`src/rtl/fetch_queue_pkg.sv`:
```
// rtl/fetch_queue_pkg.sv - shared widths, opcodes, queue entry type and static predictor
package fetch_queue_pkg;

  localparam int DATA_WIDTH = 32;

  typedef enum logic [6:0] {
    OPC_BRANCH = 7'h63,
    OPC_JALR   = 7'h67,
    OPC_JAL    = 7'h6f
  } opcode_e;

  typedef enum logic [1:0] {
    ST_IDLE = 2'd0,
    ST_WAIT = 2'd1,
    ST_DROP = 2'd2
  } fetch_state_e;

  typedef struct packed {
    logic [DATA_WIDTH-1:0] inst;
    logic [DATA_WIDTH-1:0] pc;
    logic [DATA_WIDTH-1:0] pred_pc;
  } iq_entry_t;

  localparam int IQ_ENTRY_W = $bits(iq_entry_t);

  // JAL targets are known from the word alone; everything else falls through.
  function automatic logic [DATA_WIDTH-1:0] predict_next_pc(
    input logic [DATA_WIDTH-1:0] inst,
    input logic [DATA_WIDTH-1:0] pc
  );
    logic [DATA_WIDTH-1:0] imm;
    imm = {{11{inst[31]}}, inst[31], inst[19:12], inst[20], inst[30:21], 1'b0};
    if (inst[6:0] == OPC_JAL) begin
      return pc + imm;
    end
    return pc + DATA_WIDTH'(4);
  endfunction

endpackage

```
`src/rtl/fetch_queue_fifo.sv`:
```
// rtl/fetch_queue_fifo.sv - circular instruction buffer with push, pop and flush
module fetch_queue_fifo #(
  parameter int DEPTH  = 8,
  parameter int ADDR_W = 3,
  parameter int WIDTH  = 96
) (
  input  logic             clk_in,
  input  logic             rst_in,
  input  logic             i_en,
  input  logic             i_flush,
  input  logic             i_push,
  input  logic [WIDTH-1:0] i_push_data,
  input  logic             i_pop,
  output logic [WIDTH-1:0] o_head_data,
  output logic             o_full,
  output logic             o_empty
);

  localparam logic [ADDR_W:0] FULL_COUNT = (ADDR_W+1)'(DEPTH);

  logic [WIDTH-1:0]  r_mem [DEPTH];
  logic [ADDR_W-1:0] r_head;
  logic [ADDR_W-1:0] r_tail;
  logic [ADDR_W:0]   r_count;
  logic              w_do_push;
  logic              w_do_pop;

  assign o_full      = (r_count == FULL_COUNT);
  assign o_empty     = (r_count == '0);
  assign o_head_data = r_mem[r_head];
  assign w_do_push   = i_push && !o_full;
  assign w_do_pop    = i_pop && !o_empty;

  // Flush only rewinds the pointers; stale entries stay visible at the head.
  always_ff @(posedge clk_in) begin
    if (rst_in) begin
      r_head  <= '0;
      r_tail  <= '0;
      r_count <= '0;
      for (int i = 0; i < DEPTH; i++) begin
        r_mem[i] <= '0;
      end
    end else if (i_en) begin
      if (i_flush) begin
        r_head  <= '0;
        r_tail  <= '0;
        r_count <= '0;
      end else begin
        if (w_do_push) begin
          r_mem[r_tail] <= i_push_data;
          r_tail        <= r_tail + 1'b1;
        end
        if (w_do_pop) begin
          r_head <= r_head + 1'b1;
        end
        case ({w_do_push, w_do_pop})
          2'b10:   r_count <= r_count + 1'b1;
          2'b01:   r_count <= r_count - 1'b1;
          default: r_count <= r_count;
        endcase
      end
    end
  end

endmodule

```
`src/rtl/fetch_queue.sv`:
```
// rtl/fetch_queue.sv - fetch PC generation, single-outstanding memory fetch and instruction queue
module fetch_queue
  import fetch_queue_pkg::*;
#(
  parameter int IQ_DEPTH  = 8,
  parameter int IQ_ADDR_W = 3
) (
  input  logic                  clk_in,
  input  logic                  rst_in,
  input  logic                  rdy_in,
  output logic                  mem_req_valid,
  output logic [DATA_WIDTH-1:0] mem_req_addr,
  input  logic                  mem_resp_valid,
  input  logic [DATA_WIDTH-1:0] mem_resp_data,
  input  logic                  redirect_valid,
  input  logic [DATA_WIDTH-1:0] redirect_pc,
  output logic                  iq_out_valid,
  output logic [DATA_WIDTH-1:0] iq_out_inst,
  output logic [DATA_WIDTH-1:0] iq_out_pc,
  output logic [DATA_WIDTH-1:0] iq_out_pred_pc,
  input  logic                  iq_out_ready
);

  fetch_state_e          r_state;
  logic [DATA_WIDTH-1:0] r_fetch_pc;

  logic                  w_full;
  logic                  w_empty;
  logic                  w_req;
  logic                  w_push;
  logic                  w_pop;
  logic [DATA_WIDTH-1:0] w_pred;
  iq_entry_t             w_push_entry;
  iq_entry_t             w_head_entry;
  logic [IQ_ENTRY_W-1:0] w_head_bits;

  // The request is decoded from state so it can go out the cycle the FSM re-enters IDLE.
  assign w_req = !rst_in && rdy_in && !redirect_valid && (r_state == ST_IDLE) && !w_full;
  assign w_pred = predict_next_pc(mem_resp_data, r_fetch_pc);
  assign w_push = (r_state == ST_WAIT) && mem_resp_valid && !redirect_valid;
  assign w_pop  = !w_empty && iq_out_ready;

  assign w_push_entry = {mem_resp_data, r_fetch_pc, w_pred};
  assign w_head_entry = w_head_bits;

  assign mem_req_valid  = w_req;
  assign mem_req_addr   = r_fetch_pc;
  assign iq_out_valid   = !w_empty;
  assign iq_out_inst    = w_head_entry.inst;
  assign iq_out_pc      = w_head_entry.pc;
  assign iq_out_pred_pc = w_head_entry.pred_pc;

  always_ff @(posedge clk_in) begin
    if (rst_in) begin
      r_state    <= ST_IDLE;
      r_fetch_pc <= '0;
    end else if (rdy_in) begin
      if (redirect_valid) begin
        r_fetch_pc <= redirect_pc;
        case (r_state)
          ST_WAIT: r_state <= mem_resp_valid ? ST_IDLE : ST_DROP;
          ST_DROP: r_state <= mem_resp_valid ? ST_IDLE : ST_DROP;
          default: r_state <= ST_IDLE;
        endcase
      end else begin
        case (r_state)
          ST_IDLE: begin
            if (w_req) begin
              r_state <= ST_WAIT;
            end
          end
          ST_WAIT: begin
            if (mem_resp_valid) begin
              r_fetch_pc <= w_pred;
              r_state    <= ST_IDLE;
            end
          end
          ST_DROP: begin
            if (mem_resp_valid) begin
              r_state <= ST_IDLE;
            end
          end
          default: r_state <= ST_IDLE;
        endcase
      end
    end
  end

  fetch_queue_fifo #(
    .DEPTH (IQ_DEPTH),
    .ADDR_W(IQ_ADDR_W),
    .WIDTH (IQ_ENTRY_W)
  ) u_fifo (
    .clk_in     (clk_in),
    .rst_in     (rst_in),
    .i_en       (rdy_in),
    .i_flush    (redirect_valid),
    .i_push     (w_push),
    .i_push_data(w_push_entry),
    .i_pop      (w_pop),
    .o_head_data(w_head_bits),
    .o_full     (w_full),
    .o_empty    (w_empty)
  );

endmodule

```
`config.mk`:
```
export PLATFORM = sky130hd
export DESIGN_NAME = fetch_queue
export DESIGN_NICKNAME = d
export VERILOG_FILES = /design/src/rtl/fetch_queue_pkg.sv /design/src/rtl/fetch_queue_fifo.sv /design/src/rtl/fetch_queue.sv
export SDC_FILE = /design/constraint.sdc
export NUM_CORES = 1
export LEC_CHECK = 0
export CAP_MARGIN = 30
export CORE_MARGIN = 1.5
export CORE_UTILIZATION = 45
export CTS_BUF_LIST = sky130_fd_sc_hd__clkbuf_2
export DETAILED_ROUTE_END_ITERATION = 10
export PLACE_DENSITY = 0.71
export SKIP_CTS_REPAIR_TIMING = 1
export SYNTH_ARGS = -nofsm -noshare
export SYNTH_HDL_FRONTEND = slang
export SYNTH_SLANG_ARGS = --single-unit
```
`constraint.sdc`:
```
create_clock -name clk_in -period 5.35 [get_ports clk_in]
set_input_delay 0.8025 -clock clk_in [delete_from_list [all_inputs] [get_ports clk_in]]
set_output_delay 0.8025 -clock clk_in [all_outputs]
set_load 0.005 [all_outputs]
```
==> results of run 1 <==
==> worst max-delay path by stage <==
| stage | startpoint | to | slack (ps) | cells past startpoint |
|---|---|---|---|---|
| 2_1_floorplan | redirect_valid | u_fifo.r_mem[1][0] | 350 | 8 |
| 3_3_place_gp | mem_resp_data[21] | mem_req_addr[15] | 880 | 13 |
| 3_5_place_dp | mem_resp_data[22] | mem_req_addr[27] | 860 | 12 |
| 4_1_cts | flip-flop | iq_out_pred_pc[25] | 80 | 4 |
| 5_1_grt | flip-flop | iq_out_pred_pc[17] | 270 | 5 |
| 6_report | flip-flop | iq_out_pred_pc[17] | 460 | 5 |
==> power by group through the flow <==
stage	Clock (mW)	Sequential [mW]	Combinational [mW]
global route	4.52	7.22	0.992
global placement	0	7.33	0.907
floorplan	0	7.31	0.503
detailed placement	0	7.35	0.916
finish	4.14	7.20	0.932
CTS	4.22	7.20	0.921
==> registers in the layout, indices dropped and copies added (netlist names), named ones only <==
| signal | count |
|---|---|
| u_fifo.r_mem | 760 |
| u_fifo.r_head | 3 |
| r_state | 2 |
| u_fifo.r_tail | 3 |
| u_fifo.r_count | 4 |
| mem_req_addr | 32 |
==> layer usage <==
metal  up-vias  track usage
li1      10900            -
met1     12900        0.340
met2      1457        0.418
met3       234       0.0702
met4         6       0.0972
met5         -            0
==> critical path: stages, from the launching register on <==
cell,delay (ps)
dfxtp_4,650
buf_12,290
buf_4,290
mux4_2,530
mux2_2,360
clkdlybuf4s50_1,490
==> synth_stat cells (all sizes together), types with 32 or more instances <==
cell | number | area share
clkbuf | 220 | 0.022
and3 | 366 | 0.060
dfxtp | 47 | 0.025
and2 | 125 | 0.021
a21oi | 73 | 0.0099
mux4 | 190 | 0.11
nand2 | 76 | 0.0075
mux2 | 95 | 0.028
nand3 | 32 | 0.0042
edfxtp | 760 | 0.60
ha | 37 | 0.012
nor2 | 334 | 0.033
buf | 53 | 0.0085
o21ai | 51 | 0.0068
==> area by class of cell <==
cell class              count  area (um2)
diodes                     14        35.0
clock buffers             287        1440
clock inverters            65         375
fillers                  7024       40300
inverters                  16        60.1
multi-input cells        1620       13200
flip-flops and latches    807       23800
well taps                1134        1420
repair buffers            302        3070
==> cell families after synthesis <==
kind of cell | Yosys count
and+or+nand+nor | 1022
DFF | 807
buffers and inverters | 289
muxes | 288
AOI/OAI and AO/OA | 221
xor gates and xnor gates | 50
adders and majority gates | 39
==> cells in the final DEF, fill, tap and decap left out, types with 6 or more instances in the layout <==
cell type / netlist / final
edfxtp_1: 760 / 760
mux4_2: 190 / 190
o21ai_0: 44 / 44
or3_1: 6 / 6
clkinv_1: 3 / 45
inv_6: 0 / 7
ha_1: 37 / 37
and3_1: 366 / 364
mux2_2: 95 / 95
nor2_1: 334 / 333
diode_2: 0 / 14
and2_1: 124 / 124
nand2_1: 76 / 68
dfxtp_1: 47 / 44
inv_1: 13 / 12
clkinv_2: 0 / 7
xnor2_1: 22 / 22
xor2_1: 27 / 27
clkdlybuf4s50_1: 0 / 197
o211ai_1: 13 / 13
nor4_1: 9 / 8
a211oi_1: 9 / 9
buf_4: 33 / 70
clkbuf_2: 0 / 287
nand4_1: 19 / 19
a21o_1: 12 / 12
nor2b_1: 11 / 9
buf_12: 0 / 23
nand3_1: 32 / 30
nand2_4: 0 / 8
o21a_1: 7 / 7
nor3_1: 24 / 24
dlygate4sd3_1: 0 / 9
a31oi_1: 11 / 11
a21oi_1: 70 / 70
==> impl_metrics.csv, run 1 <==
group,metric,value,unit
timing,post-route-period-util,0.914,
logic_synthesis,yosys.area_share.simple,0.140,
clocking,clk_pin_slew,90,ps
logic_synthesis,synth_ff_type,"edfxtp_1",
drt,routedWlPerCell,26.6,um
power,vdd_drop_max,0.176,mV
logic_synthesis,synth_edf_count,760,
logic_synthesis,syn-cell-area,0.0381,mm2
floorplan,die_width,294,um
timing,skew,142,ps
placement,detailedPlace.worstSlack,856,ps
logic_synthesis,yosysUniqueCellTypes,76,
setup_path,crit_required,4550,ps
logic_synthesis,post_synth_mux_area_share,0.141,
logic_synthesis,synth_compound_area_frac,0.0381,
logic_synthesis,syn_area_per_cell,14.0,um2
placement,io_buffers,199,
floorplan,die_area,0.0864,mm2
power,powerDensity,283,mW/mm2
power,p_clk_frac,0.337,
setup_path,startpoint_type,"flip-flop",
setup_path,worstReg2RegEnd,"mem_req_addr[15]",
logic_synthesis,synth_xor_area_frac,0.0117,
clocking,cts_buffers,201,
placement,place_area,0.0414,mm2
final_layout,fin_cells,4245,
global_routing,antenna_found_initial,10,
clocking,clockRootBuffer,"clkbuf_2",
global_routing,grt_overflow_total,0,
power,sw_frac_of_total,0.263,
power,total_power,12.3,mW
setup_path,crit_type,"reg -> out",
setup_path,crit_path_end_kind,"output pin",
logic_synthesis,async_flop_share,0,
timing,hold_viol,1,
hold_path,min_to,"mem_req_addr[3]",
timing,setup_violations,0,
drt,num_vias,25500,
drt,wl_met2,54300,um
clocking,cts.sinks,807,
global_routing,grt_max_degree,103,
logic_synthesis,syn_nets,2825,
final_layout,syn2layout_area_growth,14.0,%
power,p_int,9.05,mW
timing,slew_viol_final,0,
drt,drt_iter0_markers,2662,
power,switchingPower,3.23,mW
floorplan,ioPinCount,200,
drt,drc,0,
power,power.leakage,16.5,nW
hold_path,min-delay-start,"redirect_pc[3]",
global_routing,grt_use_total,0.261,
clocking,clock_latency,1520,ps
final_layout,fin_util,0.519,
timing,worst_pin_slew,1070,ps
timing,whs,-12.0,ps
logic_synthesis,synth_seq_area_share,0.624,
drt,wl_met3,12000,um
setup_path,r2r_start,"mem_req_addr[2]",
final_layout,drive_gt1_frac,0.237,
logic_synthesis,ys_warn_count,0,
status,violations,"hold timing",
final_layout,fin_nets,3057,
hold_path,hold_class,"in -> reg",
power,power_frac_seq,0.587,
drt,top_layer,"met5",
logic_synthesis,synth_top_family_by_area,"multiplexers",
timing,timing.slew.headroom,0.288,
clocking,cts_tree,"done",
placement,place_hpwl,67700,um
timing,finalWorstSetupSlack,459,ps
timing,rsz0062_at_grt,"no",
logic_synthesis,syn_inst,2716,
placement,place_inst,3868,
power,combPwrFrac,0.076,
final_layout,design_area,0.0434,mm2
drt,drtAntennaViolNets,0,
logic_synthesis,ys_ff_latch,807,
setup_path,arrival,4090,ps
floorplan,coreArea,0.0837,mm2
floorplan,die_h,294,um
job,maxCapViolations,0,
floorplan,rows,106,
drt,wirelength_met1,43200,um
setup_path,rr_worst_depth,11,
global_routing,grt_pass1_wl,165000,um
floorplan,start_util,0.455,
status,run_status,"complete, but fails checks",
drt,wirelength,113000,um
setup_path,cp_max_fo,21,
setup_path,rrSetupSlack,1320,ps
clocking,cts_max_level,4,
global_routing,grt_pass1_vias,25900,
timing,fmax,204,MHz
timing,setup_tns,0,ps
clocking,clockBufferDepth,3,
drt,firstDrtPassIters,6,
placement,gp_congestion,0.916,
hold_path,min_path_cells,5,
drt,avgViaCountPerCell,6.00,
timing,min_period,4890,ps
logic_synthesis,synthAdderAreaFrac,0.0132,
Note: power is estimated with default switching activity, not from simulation.
==> run 2, diff against run 1 <==
PLACE_DENSITY = 0.69   (was 0.71)
SLEW_MARGIN = 10   (was unset)
clock period = 5.4 ns   (was 5.35 ns; I/O delays follow)
==> run 2 against run 1 <==
Compared with the run above:
- the run now ends clean
- sequential power decreased by 0.7%
- global-route usage up 0.14 points
- first-iteration DRC count increased by 15%
- flip-flop and latch count unchanged
- die area is the same
- worst setup slack got worse by 100 ps
- utilization is 0.15 points lower
- clock power about the same
- register-to-register slack gained 250 ps
- final cell count shrank 0.45%
- via count is 0.64% lower
- cell area decreased by 0.28%
- critical path type unchanged
==> impl_metrics.csv, run 2 (same netlist as run 1, synthesis figures left out) <==
group,metric,value,unit
setup_path,cp_max_fo,35,
timing,rsz0062_at_grt,"no",
floorplan,coreArea,0.0837,mm2
timing,min_period,5040,ps
global_routing,grt_use_met2,0.411,
global_routing,grt_overflow_total,0,
final_layout,fin_cells,4226,
setup_path,path_delay_family,"buffers and inverters",
timing,finalWorstSetupSlack,357,ps
final_layout,drive_gt1_frac,0.234,
drt,routedWlPerCell,26.8,um
setup_path,cpMaxStageDelayCell,"dfxtp_4",
timing,worst_pin_slew,990,ps
placement,gp_congestion,0.896,
setup_path,rr_worst_depth,11,
placement,place_hpwl,67500,um
floorplan,rows,106,
global_routing,grt_use_met3,0.0568,
setup_path,critical_path.max_stage_delay,950,ps
setup_path,timing.critical_path.buf_inv,2,
setup_path,crit_required,4590,ps
timing,setup_tns,0,ps
timing,hold_viol,0,
global_routing,grt_use_total,0.262,
drt,drtAntennaViolNets,0,
setup_path,crit_chain,"buf_4 -> mux4_2 -> mux2_2 -> clkdlybuf4s50_1",
final_layout,mostFrequentLayoutCells,"edfxtp_1 (760), and3_1 (364), nor2_1 (333), clkbuf_2 (294), clkdlybuf4s50_1 (197)",
global_routing,grt_max_degree,105,
drt,drc,0,
global_routing,top_usage_layer,"met2",
clocking,clockBufferDepth,3,
clocking,cts_tree,"done",
clocking,clock_latency,1450,ps
clocking,clockRootBuffer,"clkbuf_2",
timing,slew_viol_final,0,
drt,drt_iter0_markers,3062,
setup_path,cp.depth,4,
final_layout,largest_register_ffs,760,
global_routing,grt_pass1_vias,25800,
floorplan,start_util,0.455,
setup_path,startpoint_type,"flip-flop",
power,vdd_drop_max,0.170,mV
timing,setup_violations,0,
floorplan,die_h,294,um
power,powerDensity,282,mW/mm2
drt,wirelength,113000,um
status,run_status,"complete, no violations",
final_layout,syn2layout_area_growth,13.6,%
clocking,clk_pin_slew,100,ps
drt,num_vias,25300,
clocking,cts_max_level,4,
placement,place_inst,3851,
setup_path,crit_type,"reg -> out",
timing,post-route-period-util,0.934,
clocking,cts_buffers,201,
clocking,cts.sinks,807,
final_layout,fin_util,0.517,
global_routing,grt_pass1_wl,165000,um
power,power.leakage,16.4,nW
setup_path,crit_path_end_kind,"output pin",
setup_path,arrival,4230,ps
global_routing,antenna_found_initial,6,
final_layout,fin_nets,3035,
timing,skew,105,ps
global_routing,grt_use_met1,0.357,
floorplan,ioPinCount,200,
drt,avgViaCountPerCell,5.99,
job,maxCapViolations,0,
placement,io_buffers,199,
timing,timing.slew.headroom,0.340,
hold_path,min_path_cells,5,
placement,place_area,0.0413,mm2
hold_path,hold_class,"in -> reg",
floorplan,die_width,294,um
placement,detailedPlace.worstSlack,864,ps
drt,firstDrtPassIters,5,
floorplan,die_area,0.0864,mm2
final_layout,final_common_cell,"edfxtp_1",
final_layout,regMostFlops,"u_fifo.r_mem",
final_layout,design_area,0.0433,mm2
timing,fmax,198,MHz
run 2: changes by cell type in the layout (fill, tap and decap cells not counted), sizes merged, moves of 2 or more:
| cell | before | now |
|---|---|---|
| inv | 24 | 21 |
| clkbuf | 287 | 294 |
| dlygate4sd3 | 9 | 2 |
| clkinv | 53 | 55 |
| buf | 96 | 81 |
| clkinvlp | 2 | 0 |
| diode | 14 | 12 |
run 2: final timing paths:
kind	start	to	slack, ps
hold reg to reg	r_state[1]	r_state[1]	510
setup / recovery	flip-flop	iq_out_pc[28]	360
hold / removal	redirect_pc[5]	mem_req_addr[5]	70
setup reg to reg	mem_req_addr[2]	mem_req_addr[19]	1570
run 2: power breakdown:
| part | internal (mW) | leakage, nW | switching [mW] |
|---|---|---|---|
| Clock | 1.63 | 1.40 | 2.53 |
| Sequential | 7.03 | 8.15 | 0.120 |
| Combinational | 0.360 | 6.87 | 0.545 |
run 2: per-stage QoR:
step	hold WS, ps	total power, mW
floorplan	466	7.74
global placement	481	8.16
detailed placement	503	8.19
CTS	-224	12.3
global route	22.9	12.7
finish	65.4	12.2
run 2: per-layer routing:
layer  up-vias  part of all wire
li1      10900                 -
met1     12800              0.40
met2      1392              0.47
met3       203              0.10
met4         4             0.031
met5         -           0.00024
run 2: layout make-up:
cell class	count	area (um2)
Fill cell	7019	40400
Inverter	16	60.1
Multi-Input combinational cell	1620	13200
Antenna cell	12	30.0
Timing Repair Buffer	280	2920
Clock inverter	63	373
Tap cell	1134	1420
Clock buffer	294	1470
Sequential cell	807	23800
run 2: worst min-delay path: cells and delay by family:
family	cells	cell delay, ps
buffers and inverters	1	400
AND/OR/NAND/NOR	2	110
AO/OA/AOI/OAI	2	140
==> run 3, diff against run 2 <==
CORE_MARGIN = unset   (was 1.5)
HOLD_SLACK_MARGIN = 0.08   (was unset)
SETUP_SLACK_MARGIN = 0.4   (was unset)
==> run 3 against run 2 <==
Compared with the run above:
- clock-buffer cell count down 7
- first-iteration DRC count shrank 8.7%
- utilization rose by 0.16 points
- non-clock buffer count rose by 17
- critical path type unchanged
- critical endpoint is now iq_out_pred_pc[26]
==> impl_metrics.csv, run 3 (same netlist as run 1, synthesis figures left out) <==
group,metric,value,unit
floorplan,rows,106,
clocking,cts.sinks,807,
drt,routedWlPerCell,26.4,um
power,powerDensity,280,mW/mm2
timing,timing.slew.headroom,0.340,
setup_path,crit_required,4590,ps
floorplan,ioPinCount,200,
timing,fmax,210,MHz
placement,place_area,0.0414,mm2
final_layout,mostFrequentLayoutCells,"edfxtp_1 (760), and3_1 (364), nor2_1 (333), clkbuf_2 (287), clkdlybuf4s50_1 (197)",
final_layout,largest_register_ffs,760,
power,vdd_drop_max,0.160,mV
drt,num_vias,25400,
timing,post-route-period-util,0.882,
timing,rsz0062_at_grt,"no",
global_routing,grt_pass1_vias,25700,
final_layout,fin_cells,4221,
timing,whs,156,ps
clocking,cts_tree,"done",
clocking,clock_latency,1430,ps
setup_path,crit_type,"reg -> out",
drt,drt_iter0_markers,2796,
floorplan,die_area,0.0858,mm2
setup_path,critical_path.max_stage_delay,810,ps
timing,finalWorstSetupSlack,638,ps
timing,skew,115,ps
placement,gp_congestion,0.911,
drt,avgViaCountPerCell,6.03,
placement,io_buffers,199,
global_routing,grt_overflow_total,0,
setup_path,timing.critical_path.buf_inv,2,
final_layout,fin_util,0.519,
drt,firstDrtPassIters,5,
setup_path,path_delay_family,"buffers and inverters",
setup_path,r2r_start,"mem_req_addr[2]",
power,power.leakage,16.5,nW
drt,wirelength,111000,um
timing,min_period,4760,ps
setup_path,crit_chain,"buf_4 -> mux4_2 -> mux2_2 -> clkdlybuf4s50_1",
clocking,clk_pin_slew,100,ps
timing,setup_tns,0,ps
timing,slew_viol_final,0,
setup_path,cp_max_fo,37,
clocking,cts_max_level,4,
floorplan,start_util,0.455,
final_layout,fin_nets,3051,
setup_path,crit_path_end_kind,"output pin",
hold_path,hold_class,"in -> reg",
final_layout,syn2layout_area_growth,14.0,%
final_layout,design_area,0.0434,mm2
hold_path,min-delay-start,"redirect_pc[15]",
setup_path,arrival,3950,ps
floorplan,die_width,293,um
global_routing,grt_pass1_wl,164000,um
clocking,clockRootBuffer,"clkbuf_2",
final_layout,regMostFlops,"u_fifo.r_mem",
drt,drtAntennaViolNets,0,
placement,place_hpwl,65400,um
global_routing,grt_use_total,0.261,
drt,drc,0,
placement,detailedPlace.worstSlack,770,ps
setup_path,startpoint_type,"flip-flop",
global_routing,antenna_found_initial,6,
placement,place_inst,3859,
clocking,cts_buffers,200,
clocking,clockBufferDepth,3,
power,total_power,12.2,mW
timing,hold_viol,0,
final_layout,drive_gt1_frac,0.235,
global_routing,grt_max_degree,176,
status,run_status,"complete, no violations",
timing,worst_pin_slew,990,ps
timing,setup_violations,0,
final_layout,final_common_cell,"edfxtp_1",
floorplan,coreArea,0.0837,mm2
floorplan,die_h,293,um
job,maxCapViolations,0,
setup_path,cpMaxStageDelayCell,"dfxtp_4",
## run 3: layer usage
layer / GRT usage / vias up / wire length [um]
li1: - / 10900 / -
met1: 0.350 / 13000 / 43500
met2: 0.413 / 1400 / 52800
met3: 0.0585 / 202 / 11700
met4: 0.100 / 2 / 3510
met5: 0 / - / 11
## run 3: power by group
group / leakage (nW) / switching [mW] / internal [mW]
Sequential: 8.15 / 0.107 / 7.03
Clock: 1.36 / 2.47 / 1.63
Combinational: 6.97 / 0.555 / 0.371
## run 3: path summary, 6_finish.rpt
check | end | slack [ps] | cells after the start
hold / removal | mem_req_addr[15] | 160 | 5
setup / recovery | iq_out_pred_pc[26] | 640 | 4
hold reg to reg | r_state[1] | 530 | 2
setup reg to reg | u_fifo.r_mem[5][17] | 1420 | 11
## run 3: area by class of cell
class,instances,area (um2)
diodes,9,22.5
clock buffers,287,1440
clock inverters,51,353
fillers,6994,40300
inverters,16,60.1
multi-input cells,1620,13200
flip-flops and latches,807,23800
well taps,1134,1420
repair buffers,297,3120
## run 3: worst reg2reg max path: stages, from the launching register on
cell,delay [ps]
dfxtp_1,600
inv_1,380
fa_1,550
nor2b_1,220
o211ai_1,140
a21o_1,270
a21boi_0,520
a21o_1,210
a21oi_1,70
xnor2_1,150
a21oi_2,420
nor2_1,90
==> edit 1, RTL diff (flow settings as in run 1) <==
Change the parameter `IQ_ADDR_W` from 3 to 4.
--- a/src/rtl/fetch_queue.sv
+++ b/src/rtl/fetch_queue.sv
@@ -3,7 +3,7 @@
   import fetch_queue_pkg::*;
 #(
   parameter int IQ_DEPTH  = 8,
-  parameter int IQ_ADDR_W = 3
+  parameter int IQ_ADDR_W = 4
 ) (
   input  logic                  clk_in,
   input  logic                  rst_in,
Function: not settled (the Yosys comparison gave no result); the edit may change what the design does.
==> edit 1 against run 1 <==
Sequential share of layout area rose by 0.30 points. Total power fell by 0.12%. Cell count fell by 0.61%. Routed wire length fell by 4.3%. Synthesized area rose by 0.42%. Non-clock buffer count fell by 33. Register-to-register slack improved by 330 ps. Setup slack got worse by 6.0 ps. Sequential cell count rose by 1. Cell area fell by 0.46%. Critical path type unchanged. Largest cell class unchanged. Highest routed layer unchanged.
==> edit 1: results (changes against run 1) <==
status=finished clean; leakage=16.4 nW (-0.42%); final setup margin=453 ps (-5.99 ps); Peak VDD IR=165 uV (-6.0%); Reg-to-Reg End=u_fifo.r_mem[4][21]; CLK BUF=285 (-0.70%); max incr delay on CP=1020 ps (+370 ps); Multi-Input Combinational=1629 (+0.56%); multi-input logic portion of the cell area=0.308 (+0.00306); Seq/Total Area, Yosys=0.622 (-0.00207); Reg clk slew, reported paths=110 ps (+20 ps); DP Wirelength=61900 um (-8.6%); largest net degree at the start of global routing=99 (-3.9%); final WL=108000 um (-4.3%); fraction of area in non-clock buffers=0.0642 (-0.00662); Hold EP=mem_req_addr[28]; syn nets=2842 (+0.60%); Crit Path Max Fanout=53 (+150%); Non-Clock Buffer Count=269 (-11%); Hold Path Origin=redirect_pc[28]; Worst Setup EP=iq_out_inst[17]; inverters=24 (+8); Sw Share=0.258 (-0.00542); cell family with the largest share of critical-path delay=flip-flops; Final GP Congestion=0.858 (-6.3%); DR pass1 iterations=5 (-1); synth cell count leaders=edfxtp_1, and3_1, nor2_1
-- edit 1: cell types whose count changed after synthesis, sizes merged, moves of 4 or more --
cell | before | now
nor2 | 334 | 353
clkbuf | 220 | 205
buf | 53 | 66
a21oi | 73 | 84
inv | 13 | 22
nor3 | 24 | 17
xor2 | 28 | 21
a211oi | 11 | 5
o21ai | 51 | 57
or3 | 7 | 12
xnor2 | 22 | 27
a22oi | 4 | 0
nor4 | 10 | 6
-- edit 1: cell families (layout without fill, tap and decap cells) --
kind of cell	count (synthesis)	count (layout)	share of synthesized area
simple gates	1030	1030	0.140
flops	808	808	0.622
buf+inv	295	645	0.0333
mux	289	289	0.141
compound gates	222	222	0.0389
xor+xnor	48	48	0.0112
fa+ha+maj	40	40	0.0135
other cells	0	3	0
-- edit 1: routing by layer --
layer  share of wire  track usage
met5         0.00011            0
met2            0.49        0.408
met4           0.030        0.101
met1            0.40        0.327
met3           0.084       0.0491
==> edit 2, RTL diff (flow settings as in run 1) <==
Made on the original files. Put a register stage on the output `iq_out_pred_pc`, with the module's reset. The value now appears one clock later. The other outputs are not delayed to match.
--- a/src/rtl/fetch_queue.sv
+++ b/src/rtl/fetch_queue.sv
@@ -48,7 +48,13 @@
   assign iq_out_valid   = !w_empty;
   assign iq_out_inst    = w_head_entry.inst;
   assign iq_out_pc      = w_head_entry.pc;
-  assign iq_out_pred_pc = w_head_entry.pred_pc;
+  always_ff @(posedge clk_in) begin
+    if (rst_in) begin
+      iq_out_pred_pc <= '0;
+    end else begin
+      iq_out_pred_pc <= w_head_entry.pred_pc;
+    end
+  end
 
   always_ff @(posedge clk_in) begin
     if (rst_in) begin
Behaviour: not the same (Yosys sat finds a counterexample within 4 cycles, from zero or initial values and one cycle with rst_in high).
==> edit 2 against run 1 <==
Routed wire length down 1.0%. Die area up 3.1%. Setup slack worse by 38 ps. Synthesized area up 3.1%. Sequential cell count up 32. Total power up 3.6%. First-iteration DRC count up 5.3%. Cell area up 1.4%. Critical endpoint is now iq_out_inst[29]. Largest cell class unchanged.
==> edit 2: results (changes against run 1) <==
ys async rst share=0 (unchanged); largest net degree at the start of global routing=105 (+1.9%); Reg clk slew, reported paths=100 ps; final WL=112000 um (-1.0%); Seq/Total Area, Yosys=0.621 (-0.00259); Peak VDD IR=161 uV (-8.6%); Worst Hold Class=input port to flop; Hold Vio Cnt, Final=0 (-1); post-synthesis cell type count=63 (-17%); Max Root-Sink Buffers=3 (unchanged); CTS buffer count=205 (+2.0%); initial antenna violation count=4 (-6); filler cell count=7232 (+3.0%); syn nets=2956 (+4.6%); Final GP Congestion=0.938 (+2.4%); vias in the first global route=26.0k (+0.43%); Vias per Instance=5.95 (-0.77%); IO Port Bufs=199 (unchanged); status=finished clean; Place WS=703 ps (-152 ps); nets@finish=3099 (+1.4%); first-pass GRT wire length=165000 um (-0.16%); synth cell count leaders=edfxtp_1, and3_1, nor2_1; leakage=16.8 nW (+2.0%); final number of setup-violating endpoints=0 (unchanged); DR pass1 iterations=5 (-1); max incr delay on CP=790 ps (+140 ps); DP Wirelength=65100 um (-4.0%); initial DRC count=2803 (+5.3%); Crit Path Max Fanout=54 (+160%); H-tree levels=4 (unchanged); total routing usage reported by global routing=0.249 (-0.0118); Top reg by flops=u_fifo.r_mem; clock skew=136 ps (-5.68 ps); Crit-path slowest cell=dfxtp_4; ranking of synthesized cells by area=edfxtp_1, mux4_2, and3_1; worst-margin pin slew=1060 ps (-5.76 ps); layout cells sized above 1=0.223 (-0.0137); DP Area=0.0419 mm^2 (+1.1%)
edit 2: metal layers:
metal  share of wire  track usage  routed length [um]
met1            0.39        0.325               43200
met2            0.48        0.405               54100
met3           0.098       0.0596               11000
met4           0.031       0.0914                3420
met5         0.00013            0                  15
edit 2: area by class of cell:
type,count,area (um^2),area share
Timing Repair Buffer,281,2850,0.0648
Clock buffer,311,1560,0.0354
Inverter,18,67.6,0.00154
Antenna cell,6,15.0,0.000341
Clock inverter,68,388,0.00881
Sequential cell,839,24400,0.555
Tap cell,1155,1450,0.0328
Multi-Input combinational cell,1645,13300,0.301
edit 2: worst max-delay path, delay by kind of cell, from the launching register on:
kind	cells	cell delay, ps
buf+inv	2	920
flops	1	790
mux	2	910
edit 2: path summary, 6_finish.rpt:
check | slack, ps | cells after the start | start | end
max | 420 | 4 | flop | iq_out_inst[29]
min | 130 | 5 | redirect_pc[3] | mem_req_addr[3]
max reg2reg | 1570 | 10 | mem_req_addr[9] | u_fifo.r_mem[1][24]
min reg2reg | 520 | 2 | u_fifo.r_count[3] | u_fifo.r_count[3]
edit 2: cell families (layout without fill, tap and decap cells):
family / Yosys count / in the layout / synth area share
other: 0 / 6 / 0
muxes: 287 / 287 / 0.136
and+or+nand+nor: 1055 / 1055 / 0.140
xor gates and xnor gates: 50 / 50 / 0.0111
DFF: 839 / 839 / 0.621
adders and majority gates: 39 / 39 / 0.0128
buffers and inverters: 363 / 678 / 0.0440
AOI/OAI and AO/OA: 214 / 214 / 0.0349
edit 2: report_power, final:
group          switching [mW]  internal (mW)  total [mW]
combinational           0.559          0.355       0.914
sequential              0.122           7.34        7.46
clock                    2.65           1.69        4.34
edit 2: through the flow:
step | power, mW | instances | utilization
floorplan | 8.10 | 2847 | -
global placement | 8.48 | 3921 | 0.482
detailed placement | 8.51 | 3926 | 0.484
CTS | 12.8 | 4305 | 0.506
global route | 13.2 | 4322 | 0.508
finish | 12.7 | 4323 | 0.508
